File: config.mk
export PLATFORM = sky130hd
export DESIGN_NAME = md_issue_ctrl
export DESIGN_NICKNAME = d
export VERILOG_FILES = /design/src/rtl/md_issue_ctrl_pkg.sv /design/src/rtl/md_op_decode.sv /design/src/rtl/md_issue_ctrl.sv
export SDC_FILE = /design/constraint.sdc
export NUM_CORES = 1
export LEC_CHECK = 0
export CAP_MARGIN = 20
export CORE_AREA = 2 2 105 107
export CTS_CLUSTER_DIAMETER = 150
export DETAILED_ROUTE_END_ITERATION = 8
export DIE_AREA = 0 0 107 109
export PLACE_DENSITY = 0.88
export SETUP_SLACK_MARGIN = 0.4
export SLEW_MARGIN = 20
export SYNTH_ARGS = -nofsm -noshare
export SYNTH_HDL_FRONTEND = slang
export SYNTH_SLANG_ARGS = --single-unit
File: constraint.sdc
create_clock -name clk -period 6.9 [get_ports clk]
set_input_delay 2.07 -clock clk [delete_from_list [all_inputs] [get_ports clk]]
set_output_delay 2.07 -clock clk [all_outputs]
set_load 0.01 [all_outputs]
File: src/rtl/md_issue_ctrl_pkg.sv
// Shared encodings for the E-stage mult/div issue controller.
package md_issue_ctrl_pkg;

  // E-stage mult/div operation encodings (9-15 behave as none)
  localparam logic [3:0] MD_NONE  = 4'd0;
  localparam logic [3:0] MD_MULT  = 4'd1;
  localparam logic [3:0] MD_MULTU = 4'd2;
  localparam logic [3:0] MD_DIV   = 4'd3;
  localparam logic [3:0] MD_DIVU  = 4'd4;
  localparam logic [3:0] MD_MTHI  = 4'd5;
  localparam logic [3:0] MD_MTLO  = 4'd6;
  localparam logic [3:0] MD_MFHI  = 4'd7;
  localparam logic [3:0] MD_MFLO  = 4'd8;

  // Operation codes presented to the HI/LO unit
  localparam logic [2:0] XOP_MULT  = 3'b000;
  localparam logic [2:0] XOP_MULTU = 3'b001;
  localparam logic [2:0] XOP_DIV   = 3'b010;
  localparam logic [2:0] XOP_DIVU  = 3'b011;
  localparam logic [2:0] XOP_MTHI  = 3'b100;
  localparam logic [2:0] XOP_MTLO  = 3'b101;
  localparam logic [2:0] XOP_IDLE  = 3'b111;

  // Issue FSM; encodings kept identical to the legacy constants
  typedef enum logic [1:0] {
    ST_IDLE   = 2'd0,
    ST_LAUNCH = 2'd1,
    ST_WAIT   = 2'd2
  } md_state_t;

  // Decoded view of one E-stage mult/div operation
  typedef struct packed {
    logic       is_start_op;
    logic       is_move_to;
    logic       is_move_from;
    logic [2:0] xalu_op;
  } md_dec_t;

  // True for the unit codes that perform a division
  function automatic logic is_div_xop(input logic [2:0] op);
    return (op == XOP_DIV) || (op == XOP_DIVU);
  endfunction

endpackage

File: src/rtl/md_op_decode.sv
// Combinational classifier of the E-stage mult/div operation field.
module md_op_decode
  import md_issue_ctrl_pkg::*;
(
  input  logic [3:0] i_md_op,
  output md_dec_t    o_dec
);

  // Map the E-stage op to its class and the unit op code
  always_comb begin
    o_dec              = '0;
    o_dec.xalu_op      = XOP_IDLE;
    case (i_md_op)
      MD_MULT:  begin o_dec.is_start_op  = 1'b1; o_dec.xalu_op = XOP_MULT;  end
      MD_MULTU: begin o_dec.is_start_op  = 1'b1; o_dec.xalu_op = XOP_MULTU; end
      MD_DIV:   begin o_dec.is_start_op  = 1'b1; o_dec.xalu_op = XOP_DIV;   end
      MD_DIVU:  begin o_dec.is_start_op  = 1'b1; o_dec.xalu_op = XOP_DIVU;  end
      MD_MTHI:  begin o_dec.is_move_to   = 1'b1; o_dec.xalu_op = XOP_MTHI;  end
      MD_MTLO:  begin o_dec.is_move_to   = 1'b1; o_dec.xalu_op = XOP_MTLO;  end
      MD_MFHI:  o_dec.is_move_from = 1'b1;
      MD_MFLO:  o_dec.is_move_from = 1'b1;
      default:  o_dec = o_dec;
    endcase
  end

endmodule

File: src/rtl/md_issue_ctrl.sv
// E-stage issue/interlock controller in front of the HI/LO mult/div unit.
module md_issue_ctrl
  import md_issue_ctrl_pkg::*;
#(
  parameter int unsigned TIMEOUT_CYCLES = 31,
  parameter int unsigned CNT_W          = 32
) (
  input  logic             clk,
  input  logic             reset,
  input  logic             e_valid,
  input  logic [3:0]       e_md_op,
  input  logic [31:0]      rs_val,
  input  logic [31:0]      rt_val,
  input  logic             xalu_busy,
  input  logic [31:0]      xalu_hi,
  input  logic [31:0]      xalu_lo,
  output logic [31:0]      xalu_a,
  output logic [31:0]      xalu_b,
  output logic [2:0]       xalu_op,
  output logic             xalu_start,
  output logic             stall_d,
  output logic [31:0]      md_result,
  output logic             div_zero,
  output logic [CNT_W-1:0] stall_cnt,
  output logic             err_timeout
);

  localparam int unsigned WD_W = $clog2(TIMEOUT_CYCLES + 1);
  localparam logic [WD_W-1:0] WD_LAST = WD_W'(TIMEOUT_CYCLES - 1);
  localparam logic [WD_W-1:0] WD_MAX  = WD_W'(TIMEOUT_CYCLES);

  md_state_t        r_state;
  md_state_t        w_state_nxt;
  logic [WD_W-1:0]  r_wd_cnt;
  logic [CNT_W-1:0] r_stall_cnt;
  logic             r_err_timeout;

  md_dec_t          w_dec;
  logic             w_md_in_e;
  logic             w_stall;
  logic             w_issue;
  logic             w_div_zero;
  logic             w_start;
  logic             w_move_to;
  logic             w_move_from;

  md_op_decode u_decode (
    .i_md_op (e_md_op),
    .o_dec   (w_dec)
  );

  // Issue/interlock decision; everything is forced quiet while reset is held
  always_comb begin
    w_md_in_e   = ~reset & e_valid &
                  (w_dec.is_start_op | w_dec.is_move_to | w_dec.is_move_from);
    w_stall     = w_md_in_e & ((r_state == ST_LAUNCH) | xalu_busy);
    w_issue     = w_md_in_e & ~w_stall;
    w_div_zero  = w_issue & w_dec.is_start_op & is_div_xop(w_dec.xalu_op) &
                  (rt_val == '0);
    w_start     = w_issue & w_dec.is_start_op & ~w_div_zero;
    w_move_to   = w_issue & w_dec.is_move_to;
    w_move_from = w_issue & w_dec.is_move_from;
  end

  // Drive the unit interface and the mfhi/mflo result
  always_comb begin
    xalu_a     = rs_val;
    xalu_b     = rt_val;
    xalu_start = w_start;
    xalu_op    = (w_start | w_move_to) ? w_dec.xalu_op : XOP_IDLE;
    stall_d    = w_stall;
    div_zero   = w_div_zero;
    md_result  = '0;
    if (w_move_from) begin
      md_result = (e_md_op == MD_MFHI) ? xalu_hi : xalu_lo;
    end
  end

  // Next-state logic: a start from WAIT only happens once BUSY has dropped
  always_comb begin
    w_state_nxt = r_state;
    case (r_state)
      ST_IDLE:   if (w_start) w_state_nxt = ST_LAUNCH;
      ST_LAUNCH: w_state_nxt = ST_WAIT;
      ST_WAIT: begin
        if (w_start)         w_state_nxt = ST_LAUNCH;
        else if (!xalu_busy) w_state_nxt = ST_IDLE;
      end
      default:   w_state_nxt = ST_IDLE;
    endcase
  end

  // FSM state register
  always_ff @(posedge clk or posedge reset) begin
    if (reset) r_state <= ST_IDLE;
    else       r_state <= w_state_nxt;
  end

  // Watchdog on consecutive busy cycles in WAIT; error is sticky until reset
  always_ff @(posedge clk or posedge reset) begin
    if (reset) begin
      r_wd_cnt      <= '0;
      r_err_timeout <= 1'b0;
    end else if (!xalu_busy) begin
      r_wd_cnt <= '0;
    end else if (r_state == ST_WAIT) begin
      if (r_wd_cnt != WD_MAX) r_wd_cnt <= r_wd_cnt + WD_W'(1);
      if (r_wd_cnt >= WD_LAST) r_err_timeout <= 1'b1;
    end
  end

  // Saturating count of stalled cycles
  always_ff @(posedge clk or posedge reset) begin
    if (reset) begin
      r_stall_cnt <= '0;
    end else if (w_stall && (r_stall_cnt != '1)) begin
      r_stall_cnt <= r_stall_cnt + CNT_W'(1);
    end
  end

  assign stall_cnt   = r_stall_cnt;
  assign err_timeout = r_err_timeout;

endmodule

==> impl_metrics.env <==
export IMPL_die_area_sq_mm=0.0117
export IMPL_p_per_area_mw_per_mm2=129
export IMPL_finClkSkew_ps=6.65
export IMPL_p_leak_uw=0.00206
export IMPL_final_nets=685
export IMPL_via_per_inst=4.83
export IMPL_startpoint_type="input port"
export IMPL_clk_latency_ps=290
export IMPL_grt_pass1_wl_microns=18100
export IMPL_synth_edf_count=0
export IMPL_cts_tree="built"
export IMPL_path_max_fanout=22
export IMPL_antenna_found_initial=2
export IMPL_drc=0
export IMPL_nFillCells=1004
export IMPL_clkPwrFrac_pct=31.9
export IMPL_switching_share_pct=25.8
export IMPL_pin_count=271
export IMPL_vias=3321
export IMPL_critPathArrivalTime_ps=4290
export IMPL_yosysTopAreaCell="dfrtp_1"
export IMPL_drtPass1Iterations=4
export IMPL_io_buffer_count=206
export IMPL_crit_path_end_kind="output port"
export IMPL_yosysSeqAreaShare_pct=31.5
export IMPL_drtIter0Drc=139
export IMPL_yosysUniqueCellTypes=42
export IMPL_tightest_slew_ps=760
export IMPL_yosysWarnings=0
export IMPL_grt_usage_pct=20.4
export IMPL_power_internal_uw=488
export IMPL_ys_ff_latch=40
export IMPL_cap_violations=0
export IMPL_core_sq_mm=0.0106
export IMPL_cts_buffers=5
export IMPL_synth_avg_cell_area_sq_um=7.88
export IMPL_ant_nets=0
export IMPL_ys_top_cells_by_area="dfrtp_1 32%, buf_4 15%, nand2_1 10%"
export IMPL_start_util_pct=30.0
export IMPL_dpl_hpwl_microns=10200
export IMPL_final_cell_mix="206 x clkdlybuf4s50_1, 87 x nand2_1, 40 x dfrtp_1"
export IMPL_power_switching_uw=169
export IMPL_relSlewSlack_pct=49.2
export IMPL_postCtsSetupBuffers=0
export IMPL_hold_violations=0
export IMPL_finalWeightedCongestion=0.930
export IMPL_layout_drive_gt1_share_pct=6.23
export IMPL_max_vdd_ir_drop_mv=0.0645
export IMPL_netlist_area_sq_mm=0.00318
export IMPL_finalSetupViolCount=0
export IMPL_period_share_pct=92.2
export IMPL_synth_top_area_share_pct=31.5
export IMPL_yosys_most_used_dff="dfrtp_1"
export IMPL_hold_path_class="reg -> reg"
export IMPL_pwr_share_seq_pct=40.2
export IMPL_worstPathRequired_ps=4830
export IMPL_layout_commonest_cell="clkdlybuf4s50_1"
export IMPL_wl_per_cell_microns=17.6
export IMPL_rsz0062_at_grt="yes"
export IMPL_power_frac_comb_pct=27.9
export IMPL_drv_slew=0
export IMPL_crit_type="in -> out"
export IMPL_dieHeight_microns=109
export IMPL_setup_tns_ps=0
export IMPL_synth_net_count=543
export IMPL_synthArstFlopShare_pct=100
export IMPL_status="finished clean"
export IMPL_area_delta_synth_final_pct=60.4
export IMPL_place_area_sq_mm=0.00493
export IMPL_utilization_pct=48.1
export IMPL_synthCells=403
export IMPL_period_minus_slack_ps=6360
export IMPL_rows=38
export IMPL_postCtsHoldBufs=0
export IMPL_die_x_microns=107
export IMPL_grt_overflow_total=0
export IMPL_fmax_ghz=0.157
export IMPL_grt_max_degree=41
export IMPL_grt_pass1_vias=3334
export IMPL_fin_area_sq_mm=0.00509
export IMPL_routed_wl_microns=12100
export IMPL_clk_pin_slew_ps=80
export IMPL_cts_sinks=40
export IMPL_root_buffer="clkbuf_8"
export IMPL_cts_buffer_depth=2
export IMPL_ctsHtreeMaxLevel=2
kinds of logic after synthesis:
| kind of cell | count (synthesis) | share of synthesized area (%) |
|---|---|---|
| AOI/OAI and AO/OA | 41 | 7.21 |
| xor gates and xnor gates | 35 | 9.65 |
| DFF | 40 | 31.5 |
| buffers and inverters | 86 | 18.1 |
| muxes | 3 | 1.02 |
| adders and majority gates | 4 | 1.58 |
| and+or+nand+nor | 194 | 30.9 |
through the flow:
step	setup slack, ps	std cells	hold slack (ps)	power, uW
floorplan	1410	403	452	356
CTS	396	686	487	665
detailed placement	320	678	465	452
finish	537	687	481	658
global placement	335	678	462	448
global route	397	687	522	697
power groups by stage:
stage               Clock, uW  Sequential (uW)  Combinational [uW]
finish                    210              264                 183
CTS                       217              264                 184
detailed placement          0              269                 183
global placement            0              267                 181
global route              234              267                 197
floorplan                   0              271                84.9
cell usage after synthesis (7+ instances only):
cell type	n
buf_4	64
nand4_1	13
a21oi_1	33
dfrtp_1	40
nor3_1	7
xnor2_1	19
clkbuf_1	12
nor4_1	11
nand3_1	19
nand2_1	87
nor2_1	16
and3_1	9
xor2_1	16
path summary, 6_finish.rpt:
check / from / to / slack, ps / cells past startpoint
setup / recovery: reset / md_result[11] / 540 / 7
hold / removal: err_timeout / err_timeout / 480 / 1
setup reg to reg: stall_cnt[28] / stall_cnt[1] / 4280 / 5
hold reg to reg: err_timeout / err_timeout / 480 / 1
max in group asynchronous: reset / stall_cnt[18] / 4310 / 3
min in group asynchronous: reset / r_wd_cnt[4] / 2210 / 3
repair_timing:
action                     in CTS  in global routing
cloned                          0                  0
pin swaps                       0                  1
setup endpoints to repair      14                 15
hold endpoints to repair        0                  0
resized for setup               2                  3
layer usage:
| layer | routed length, microns | GRT usage, % | part of all wire (%) | up-vias |
|---|---|---|---|---|
| met4 | 199 | 5.47 | 1.6 | 2 |
| met1 | 4540 | 23.8 | 37 | 1542 |
| met2 | 6360 | 36.1 | 52 | 175 |
| met3 | 1010 | 6.46 | 8.3 | 20 |
| li1 | - | - | - | 1582 |
| met5 | 13 | 0 | 0.11 | - |
state kept, by name, indices dropped and copies added, names as in the netlist:
register	flops
r_state	2
stall_cnt	32
err_timeout	1
r_wd_cnt	5
critical path: stages:
cell	delay [ps]
clkdlybuf4s50_1	410
nand2b_1	200
nor3_1	380
o21ai_4	260
buf_4	250
a21oi_1	160
clkdlybuf4s50_1	570
cell type report:
type | instances | area (sq um) | area share [%]
repair buffers | 215 | 2130 | 41.8
clock buffers | 7 | 96.3 | 1.89
diodes | 1 | 2.50 | 0.0491
inverters | 6 | 22.5 | 0.442
multi-input cells | 277 | 1640 | 32.1
flip-flops and latches | 40 | 1000 | 19.6
clock inverters | 1 | 30.0 | 0.589
well taps | 140 | 175 | 3.44
Power figures use the tool's default switching activity.
